### src/rtl/mmio_pkg.sv
// IO page register offsets and bit positions
// shared by the miniRV peripheral hub.
package mmio_pkg;

  localparam logic [11:0] OFF_SEG  = 12'h000;
  localparam logic [11:0] OFF_TCNT = 12'h020;
  localparam logic [11:0] OFF_TDIV = 12'h024;
  localparam logic [11:0] OFF_TCMP = 12'h028;
  localparam logic [11:0] OFF_STAT = 12'h02C;
  localparam logic [11:0] OFF_CTRL = 12'h030;
  localparam logic [11:0] OFF_LED  = 12'h060;
  localparam logic [11:0] OFF_SW   = 12'h070;

  localparam int STAT_TMATCH = 0;
  localparam int STAT_SWCHG  = 1;

  localparam int CTRL_TEN = 0;
  localparam int CTRL_TIE = 1;
  localparam int CTRL_SIE = 2;

endpackage

### src/rtl/sw_debounce.sv
// Switch synchroniser + shared-counter debouncer.
// Ports: clk_i, rst_n_i, sw_i (raw), stable_o, changed_o (1-cycle pulse).
module sw_debounce
  import mmio_pkg::*;
#(
  parameter int W          = 24,
  parameter int DEB_CYCLES = 20000
) (
  input  logic         clk_i,
  input  logic         rst_n_i,
  input  logic [W-1:0] sw_i,
  output logic [W-1:0] stable_o,
  output logic         changed_o
);

  localparam int CW = $clog2(DEB_CYCLES);
  localparam logic [CW-1:0] LAST = CW'(DEB_CYCLES - 1);

  logic [W-1:0]  r_meta;
  logic [W-1:0]  r_sync;
  logic [W-1:0]  r_stable;
  logic [CW-1:0] r_cnt;

  logic w_diff;
  logic w_done;

  assign w_diff = (r_sync != r_stable);
  assign w_done = w_diff && (r_cnt == LAST);

  always_ff @(posedge clk_i or negedge rst_n_i) begin
    if (!rst_n_i) begin
      r_meta   <= '0;
      r_sync   <= '0;
      r_stable <= '0;
      r_cnt    <= '0;
    end else begin
      r_meta <= sw_i;
      r_sync <= r_meta;
      // any return to the stable value restarts the window
      if (!w_diff) begin
        r_cnt <= '0;
      end else if (w_done) begin
        r_cnt    <= '0;
        r_stable <= r_sync;
      end else begin
        r_cnt <= r_cnt + 1'b1;
      end
    end
  end

  assign stable_o  = r_stable;
  // combinational so SWCHG lands on the same edge as SW
  assign changed_o = w_done;

endmodule

### src/rtl/mmio_periph.sv
// miniRV IO page hub: SEG, LED, debounced SW, prescaled timer, IRQ.
// Ports: clk_i, rst_n_i, addr_i/we_i/wr_data_i/rd_data_o bus, sw_data_i, seg_data_o, led_o, irq_o.
module mmio_periph
  import mmio_pkg::*;
#(
  parameter int SW_W       = 24,
  parameter int LED_W      = 24,
  parameter int DEB_CYCLES = 20000,
  parameter int TIMER_W    = 32
) (
  input  logic              clk_i,
  input  logic              rst_n_i,
  input  logic [11:0]       addr_i,
  input  logic              we_i,
  input  logic [31:0]       wr_data_i,
  input  logic [SW_W-1:0]   sw_data_i,
  output logic [31:0]       rd_data_o,
  output logic [31:0]       seg_data_o,
  output logic [LED_W-1:0]  led_o,
  output logic              irq_o
);

  logic [31:0]        r_seg;
  logic [LED_W-1:0]   r_led;
  logic [TIMER_W-1:0] r_tcnt;
  logic [TIMER_W-1:0] r_pre;
  logic [TIMER_W-1:0] r_tdiv;
  logic [TIMER_W-1:0] r_tcmp;
  logic [2:0]         r_ctrl;
  logic [1:0]         r_stat;
  logic               r_irq;

  logic [11:0]        w_addr;
  logic               w_unused_addr;
  logic [SW_W-1:0]    w_sw;
  logic               w_sw_chg;
  logic [TIMER_W-1:0] w_wdt;
  logic [TIMER_W-1:0] w_tcnt_nxt;
  logic               w_tick;
  logic               w_match;
  logic [1:0]         w_clr;
  logic [1:0]         w_set;
  logic               w_wr_seg;
  logic               w_wr_tcnt;
  logic               w_wr_tdiv;
  logic               w_wr_tcmp;
  logic               w_wr_stat;
  logic               w_wr_ctrl;
  logic               w_wr_led;

  assign w_addr        = {addr_i[11:2], 2'b00};
  assign w_unused_addr = ^addr_i[1:0];

  assign w_wr_seg  = we_i && (w_addr == OFF_SEG);
  assign w_wr_tcnt = we_i && (w_addr == OFF_TCNT);
  assign w_wr_tdiv = we_i && (w_addr == OFF_TDIV);
  assign w_wr_tcmp = we_i && (w_addr == OFF_TCMP);
  assign w_wr_stat = we_i && (w_addr == OFF_STAT);
  assign w_wr_ctrl = we_i && (w_addr == OFF_CTRL);
  assign w_wr_led  = we_i && (w_addr == OFF_LED);

  sw_debounce #(
    .W          (SW_W),
    .DEB_CYCLES (DEB_CYCLES)
  ) u_deb (
    .clk_i     (clk_i),
    .rst_n_i   (rst_n_i),
    .sw_i      (sw_data_i),
    .stable_o  (w_sw),
    .changed_o (w_sw_chg)
  );

  assign w_wdt      = wr_data_i[TIMER_W-1:0];
  assign w_tcnt_nxt = r_tcnt + 1'b1;
  assign w_tick     = r_ctrl[CTRL_TEN] && (r_pre == r_tdiv);
  // a CPU load of TCNT suppresses compare on that edge
  assign w_match    = w_tick && !w_wr_tcnt && (w_tcnt_nxt == r_tcmp);

  assign w_clr = w_wr_stat ? wr_data_i[1:0] : 2'b00;
  assign w_set = {w_sw_chg, w_match};

  always_ff @(posedge clk_i or negedge rst_n_i) begin
    if (!rst_n_i) begin
      r_seg  <= '0;
      r_led  <= '0;
      r_tdiv <= '0;
      r_tcmp <= '1;
      r_ctrl <= '0;
    end else begin
      if (w_wr_seg)  r_seg  <= wr_data_i;
      if (w_wr_led)  r_led  <= wr_data_i[LED_W-1:0];
      if (w_wr_tdiv) r_tdiv <= w_wdt;
      if (w_wr_tcmp) r_tcmp <= w_wdt;
      if (w_wr_ctrl) r_ctrl <= wr_data_i[2:0];
    end
  end

  always_ff @(posedge clk_i or negedge rst_n_i) begin
    if (!rst_n_i) begin
      r_pre  <= '0;
      r_tcnt <= '0;
    end else begin
      if (w_wr_tdiv || w_tick) begin
        r_pre <= '0;
      end else if (r_ctrl[CTRL_TEN]) begin
        r_pre <= r_pre + 1'b1;
      end
      if (w_wr_tcnt) begin
        r_tcnt <= w_wdt;
      end else if (w_tick) begin
        r_tcnt <= w_tcnt_nxt;
      end
    end
  end

  always_ff @(posedge clk_i or negedge rst_n_i) begin
    if (!rst_n_i) begin
      r_stat <= '0;
      r_irq  <= 1'b0;
    end else begin
      // set beats a simultaneous W1C
      r_stat <= (r_stat & ~w_clr) | w_set;
      r_irq  <= (r_stat[STAT_TMATCH] & r_ctrl[CTRL_TIE])
              | (r_stat[STAT_SWCHG]  & r_ctrl[CTRL_SIE]);
    end
  end

  always_comb begin
    rd_data_o = '0;
    unique case (1'b1)
      (w_addr == OFF_SEG):  rd_data_o = r_seg;
      (w_addr == OFF_TCNT): rd_data_o = 32'(r_tcnt);
      (w_addr == OFF_TDIV): rd_data_o = 32'(r_tdiv);
      (w_addr == OFF_TCMP): rd_data_o = 32'(r_tcmp);
      (w_addr == OFF_STAT): rd_data_o = 32'(r_stat);
      (w_addr == OFF_CTRL): rd_data_o = 32'(r_ctrl);
      (w_addr == OFF_LED):  rd_data_o = 32'(r_led);
      (w_addr == OFF_SW):   rd_data_o = 32'(w_sw);
      default:              rd_data_o = '0;
    endcase
  end

  assign seg_data_o = r_seg;
  assign led_o      = r_led;
  assign irq_o      = r_irq;

endmodule

### config.mk
export PLATFORM = sky130hd
export DESIGN_NAME = mmio_periph
export DESIGN_NICKNAME = d
export VERILOG_FILES = /design/src/rtl/mmio_pkg.sv /design/src/rtl/sw_debounce.sv /design/src/rtl/mmio_periph.sv
export SDC_FILE = /design/constraint.sdc
export NUM_CORES = 1
export LEC_CHECK = 0
export ABC_CLOCK_PERIOD_IN_PS = 3920
export BUFFER_PORTS_ARGS = -buffer_cell sky130_fd_sc_hd__buf_4
export CORE_MARGIN = 1
export CORE_UTILIZATION = 45
export DETAILED_ROUTE_END_ITERATION = 7
export SETUP_SLACK_MARGIN = 0.4
export SYNTH_ARGS = -nofsm -noshare
export SYNTH_HDL_FRONTEND = slang
export SYNTH_SLANG_ARGS = --single-unit
### constraint.sdc
create_clock -name clk_i -period 3.92 [get_ports clk_i]
set_clock_uncertainty 0.2 [all_clocks]
set_input_delay 0.588 -clock clk_i [delete_from_list [all_inputs] [get_ports clk_i]]
set_output_delay 0.588 -clock clk_i [all_outputs]
set_load 0.005 [all_outputs]
==> results of run 1 <==
## cell usage after synthesis, types with 7 or more instances
library cell	instances	area [sq um]
nand4_1	33	206.5
xnor2_1	86	753.2
or4_1	7	52.55
clkbuf_1	50	187.7
nor2_1	114	427.9
mux2i_1	7	70.07
a21oi_1	37	185.2
and3_1	12	75.07
dfstp_2	32	840.8
or3_1	7	43.79
nand2_1	90	337.8
nand3_1	55	275.3
nor3_1	25	125.1
buf_1	12	45.04
mux2_2	148	1667
inv_1	11	41.29
xor2_1	83	727.0
a222oi_1	29	290.3
nor4_1	24	150.1
and4_1	7	61.31
a22oi_1	29	217.7
dfrtp_1	245	6131
o21ai_0	9	45.04
## per-layer routing
metal	global-route usage (%)	routed length [um]	part of all wire [%]
met4	6.486	837	2.1
met5	0	0	0
met2	42.11	18710	48
met1	36.14	17600	45
met3	2.879	2171	5.5
## cell families after synthesis
kind of cell               count (synthesis)  synth area share (%)
adders and majority gates                  3                0.2778
and+or+nand+nor                          406                 14.83
muxes                                    156                 12.96
buffers and inverters                     81                 2.491
xor gates and xnor gates                 169                 10.95
DFF                                      277                 51.60
AOI/OAI and AO/OA                        127                 6.890
## sequential cells by signal, indices dropped and copies added, names as in the netlist
name / cells
r_pre: 32
r_tcmp: 32
r_tcnt: 32
r_tdiv: 32
seg_data_o: 32
led_o: 24
u_deb.r_meta: 24
u_deb.r_sync: 24
u_deb.stable_o: 24
u_deb.r_cnt: 15
r_ctrl: 3
r_stat: 2
irq_o: 1
## what timing repair did
item / 4_1_cts / 5_1_grt
hold buffers: 25 / 0
setup buffers: 0 / 2
gates resized for setup: 0 / 4
hold endpoints to repair: 116 / 0
endpoints found under the setup margin: 0 / 5
## where the power goes
part	internal, mW	total [mW]	switching, mW
combinational	0.708	1.71	1.00
clock	1.72	2.90	1.18
sequential	3.00	3.23	0.224
total	5.43	7.84	2.41
## stage by stage
step	cell area (sq um)	hold WS (ns)	std cells	setup slack, ns
after global routing	16580	0.08348	1810	0.3349
after global placement	15250	0.1323	1726	0.4332
after detailed placement	15250	0.1347	1726	0.4144
after floorplan	13510	0.09241	1219	0.6343
final	16580	0.09556	1810	0.4862
after CTS	16530	0.07941	1807	0.4061
## final cells by class
class / instances / area share, %
clock inverter: 16 / 1.094
tap: 390 / 2.942
timing repair buffer: 215 / 10.86
sequential: 277 / 42.04
inverter: 11 / 0.2490
multi-input combinational: 861 / 37.70
clock buffer: 40 / 5.115
## final timing paths
check	end	slack, ns
worst min register to register	u_deb.r_sync[17]	0.14
worst max-delay path	r_stat[0]	0.49
worst min-delay path	seg_data_o[17]	0.1
worst max register to register	r_stat[0]	0.49
min in group asynchronous	irq_o	0.48
max in group asynchronous	r_tcmp[8]	2.17
## critical path, cell delays in order (launching register included)
cell	delay (ns)
dfrtp_1	0.35
ha_1	0.30
nand3_1	0.21
or4_4	0.64
or4_1	0.56
a21o_1	0.20
nor4_2	0.31
nand4_1	0.21
o31ai_2	0.33
## placed cells by master, fill, tap and decap left out, types with 32 or more instances in the layout
| cell type | instances |
|---|---|
| nor2_1 | 111 |
| nand2_1 | 89 |
| nand4_1 | 33 |
| mux2_2 | 148 |
| a21oi_1 | 37 |
| nand3_1 | 55 |
| dfrtp_1 | 245 |
| xnor2_1 | 86 |
| dfstp_2 | 32 |
| xor2_1 | 83 |
| buf_4 | 180 |
==> results.md, run 1 <==
- First-pass GRT wire length: just over 60000 um
- Clock transition at path regs: 0.07 ns
- Max Slew Vio Count: 0
- Syn Inst Count: ~1200
- Die Height: approximately 180 um
- Num rows: 63
- Hold Crit Class: in -> reg
- Power Dens Cells: around 470 mW/mm^2
- HPWL Detailed: 27490 um
- Post-synth net total: about 1300
- Initial antenna violation count: 0
- Drt via density: about 5.7
- Initial DRC Count: 718
- Area Overhead vs Synth: 22.74%
- Register bit total from synthesis: roughly 280
- Die X: ~180 um
- Worst setup path start: r_tcnt[0]
- Clock Root Buffer: clkbuf_16
- RSZ-0062 raised after global routing: true
- Max Cap Violations: 0
- Period utilisation layout: between 80% and 90%
- Antenna cells: 0
- Layout cells sized above 1: between 30% and 40%
- CTS tree: done
- Via count: slightly above 10000
- GRT Overall Usage: approximately a quarter
- Synthesis Warnings: 0
- Sequential cell area: ~0.0070 sq mm
- R2R cell count: 8
- Clock buffer depth: 3
- Synthesized area: about 0.014 sq mm
- Routed WL per cell: 21.73 um
- Register area share after synthesis: between 50% and 60%
- Clock sink count: roughly 280
- Critical Path AT: between 3 and 4 ns
- Die ar.: approximately 0.031 sq mm
- DRC: 0
- Worst-path fanout max: 10
- Relative slew slack: a little over two fifths
- Pin slew with the least headroom to its limit: roughly 0.86 ns
- Final total power: 7.839 mW
- Wirelength, routed: roughly 40000 um
- Leakage Power: roughly 8 nW
- Worst setup EP type: register
- Largest net degree at the start of global routing: 106
- Top FF cell, synth: dfrtp_1
- 1st-pass router iterations: 7
- Number of enable flip-flop cells after synthesis: 0
- Syn avg cell area: 11.08 sq um
- Worst Setup Start Kind: register
- CP Class: reg -> reg
- Vias in the first global route: 10180
- # IOs: 160
- Yosys cell types: 56
- VDD IR-drop max: about 0.4 mV
- Hold Crit Start: wr_data_i[17]
- Count of final hold-check violations: 0
- Status: completed
- NumNets Final: 1470
- Starting Density: 45.71%
- Final GP Congestion: about 0.9
- Worst-Skew Late Latency: 0.56 ns
- Filler cells: about 2600
- Fin crit period: about 3.4 ns
- CTS buffer count: 30
- Worst r2r src: r_tcnt[0]
- Final design utilization: roughly 56%
- Hold Crit Depth: 2
- Fmax: between 200 and 300 MHz
- Sum of negative setup slack: 0 ns
- Htree depth: 1
- Area of the multi-input gates: roughly 0.0063 sq mm
- Global route overflow: 0
- Fraction of registers with async set/reset: 100.0%
- Final ANT Viol Nets: 0
- Core area: between 0.02 and 0.03 sq mm
- Final setup vio count: 0
- Required @ worst endpoint: 4.17 ns
- Port bufs: 157
No activity file was read; power rests on OpenSTA's default activity.
==> run 2, diff against run 1 <==
--- a/config.mk
+++ b/config.mk
@@ -5,11 +5,12 @@
 export SDC_FILE = /design/constraint.sdc
 export NUM_CORES = 1
 export LEC_CHECK = 0
-export ABC_CLOCK_PERIOD_IN_PS = 3920
-export BUFFER_PORTS_ARGS = -buffer_cell sky130_fd_sc_hd__buf_4
+export ABC_CLOCK_PERIOD_IN_PS = 3800
 export CORE_MARGIN = 1
 export CORE_UTILIZATION = 45
 export DETAILED_ROUTE_END_ITERATION = 7
+export DONT_BUFFER_PORTS = 1
+export HOLD_SLACK_MARGIN = 0.15
 export SETUP_SLACK_MARGIN = 0.4
 export SYNTH_ARGS = -nofsm -noshare
 export SYNTH_HDL_FRONTEND = slang
==> constraint.sdc (replaced) <==
create_clock -name clk_i -period 3.8 [get_ports clk_i]
set_clock_uncertainty 0.2 [all_clocks]
set_input_delay 0.57 -clock clk_i [delete_from_list [all_inputs] [get_ports clk_i]]
set_output_delay 0.57 -clock clk_i [all_outputs]
set_load 0.005 [all_outputs]
==> results.md, run 2 (synthesized netlist as in run 1, its figures left out) <==
- Status: finished with violations
- Violated checks: design-rule violations, negative hold slack
- Most common cell after layout, fill and taps aside: dfrtp_1
- Worst Setup Start Kind: input pin
- Commonest non-fill, non-tap cells in the layout: 244 x dfrtp_1, 148 x mux2_2, 111 x nor2_1
- DRC: 1 (+1)
- Htree depth: 1 (unchanged)
- Clock Root Buffer: clkbuf_16
- Core area: 0.02956 sq mm (unchanged)
- Port bufs: 0 (-100%)
- Clock buffer depth: 3 (unchanged)
- Via count: 9873 (-4.5%)
- Worst setup EP type: output pin
- Vias in the first global route: 9798 (-3.8%)
- Max Slew Vio Count: 0 (unchanged)
- NumNets Final: 1346 (-8.4%)
- Drt via density: 5.859 (+2.6%)
- CP Class: in -> out
- RSZ-0062 raised after global routing: false
- Count of final hold-check violations: 265 (+265)
- Power Dens Cells: 517.3 mW/mm^2 (+9.4%)
- CTS buffer count: 30 (unchanged)
- Fin crit period: 3.265 ns
- Reg-to-reg slack, setup: 0.56 ns (+0.07 ns)
- Final GP Congestion: 0.9178 (+4.5%)
- Period utilisation layout: approximately 86%
- Clock sink count: 277 (unchanged)
- Capturing point of the worst reg2reg path: r_stat[0]
- 1st-pass router iterations: 8 (+1)
- Worst-path fanout max: 24 (+14)
- Worst setup path start: addr_i[11]
- Global route overflow: 0 (unchanged)
- CTS tree: done
- Required @ worst endpoint: 3.03 ns (-1.14 ns)
- Initial DRC Count: 846 (+18%)
- Starting Density: 45.71% (unchanged)
- Clock transition at path regs: 0.06 ns (about the same)
- Sum of negative setup slack: 0 ns (unchanged)
- Area Overhead vs Synth: 16.37%
- Hold Crit Class: in -> async
- CP peak stage delay: 0.66 ns (+0.02 ns)
- Critical path cell sequence: or3b_2 -> or4b_2 -> nor2_2 -> buf_12 -> a222oi_1 -> nand3_1
- Die Height: 175.3 um (unchanged)
- First-pass GRT wire length: 59090 um (-2.4%)
- VDD IR-drop max: 0.3902 mV (-4.7%)
- Pin slew with the least headroom to its limit: 1.097 ns (+0.2324 ns)
- Num rows: 63 (unchanged)
- Initial antenna violation count: 0 (unchanged)
- Worst r2r src: r_tcnt[1]
- CP max stage cell: or4b_2
- Pre-CTS setup slack: 0.4165 ns (+0.002091 ns)
- Routed WL per cell: 22.73 um (+4.6%)
- Final design utilization: 53.19% (-2.9 points)
- Worst setup margin: 0.5348 ns (+0.04860 ns)
- Die ar.: 0.03072 sq mm (unchanged)
- R2R cell count: 8 (unchanged)
- Die X: 175.3 um (unchanged)
- Leakage Power: 7.101 nW (-8.7%)
- Wirelength, routed: 38300 um (-2.6%)
- Antenna cells: 0 (unchanged)
- Largest net degree at the start of global routing: 278 (+160%)
- Layout cells sized above 1: 21.70% (-9.4 points)
- Relative slew slack: 26.80% (-16 points)
- Hold slack: -0.4873 ns (-0.5829 ns)
- Fmax: between 300 and 400 MHz
- Final setup vio count: 0 (unchanged)
- Critical Path AT: 2.50 ns (-1.19 ns)
- Worst-Skew Late Latency: 0.58 ns (+0.02 ns)
- GRT Overall Usage: 25.22% (-0.38 points)
- Cts hold-fix bufs: 63 (+150%)
- Max Cap Violations: 0 (unchanged)
- Final ANT Viol Nets: 0 (unchanged)
- # IOs: 160 (unchanged)
- HPWL Detailed: 26210 um (-4.6%)
run 2: cell types whose count changed in the layout (fill, tap and decap cells not counted), moves of 3 or more:
cell           change
buf_12             -4
buf_4            -157
clkbuf_8           +3
clkinvlp_4         -3
dlygate4sd3_1     +38
run 2: metal layers:
metal | GRT usage [%] | part of all wire [%] | up-vias | wire, um
met5 | 0 | 0 | - | 0
met4 | 8.261 | 3.3 | 0 | 1246
met3 | 6.407 | 8.8 | 74 | 3367
met2 | 39.05 | 45 | 418 | 17180
met1 | 34.59 | 43 | 4913 | 16510
li1 | - | - | 4468 | -
run 2: worst max-delay path by stage:
stage,end,cells past startpoint
6_report,rd_data_o[7],6
5_1_grt,r_stat[0],8
4_1_cts,r_stat[0],8
3_5_place_dp,r_stat[0],8
3_3_place_gp,r_stat[0],8
2_1_floorplan,rd_data_o[17],6
run 2: power breakdown:
group / internal (mW) / switching, mW / leakage, nW
Clock: 1.90 / 1.23 / 0.535
Sequential: 3.10 / 0.240 / 3.48
Combinational: 0.708 / 0.959 / 3.09
Total: 5.70 / 2.43 / 7.10
run 2: layout make-up:
class	count	area (sq um)
clock buffers	43	889.6
clock inverters	12	188.9
fillers	2606	13840
inverters	11	41.29
multi-input cells	861	6255
flip-flops and latches	277	6973
well taps	390	488.0
repair buffers	91	888.4
run 2: worst max-delay path: cells and delay by family:
kind            cells  cell delay, ns
simple gates        4            1.50
buf+inv             1            0.22
compound gates      1            0.17
run 2: through the flow:
stage	hold WS (ns)	power [mW]	instance area, sq um	std cells
finish	-0.4873	8.133	15720	1685
global route	-0.5052	8.465	15720	1685
CTS	-0.5196	8.110	15700	1683
detailed placement	0.09631	4.878	13980	1565
global placement	0.09396	4.860	13980	1565
floorplan	0.07441	4.528	13510	1219
run 2: repair_timing:
action / CTS / global route
pin swaps: 0 / 1
setup endpoints to repair: 1 / 1
buffers inserted: 0 / 2
endpoints found under the hold margin: 463 / 277
gates resized for setup: 2 / 2
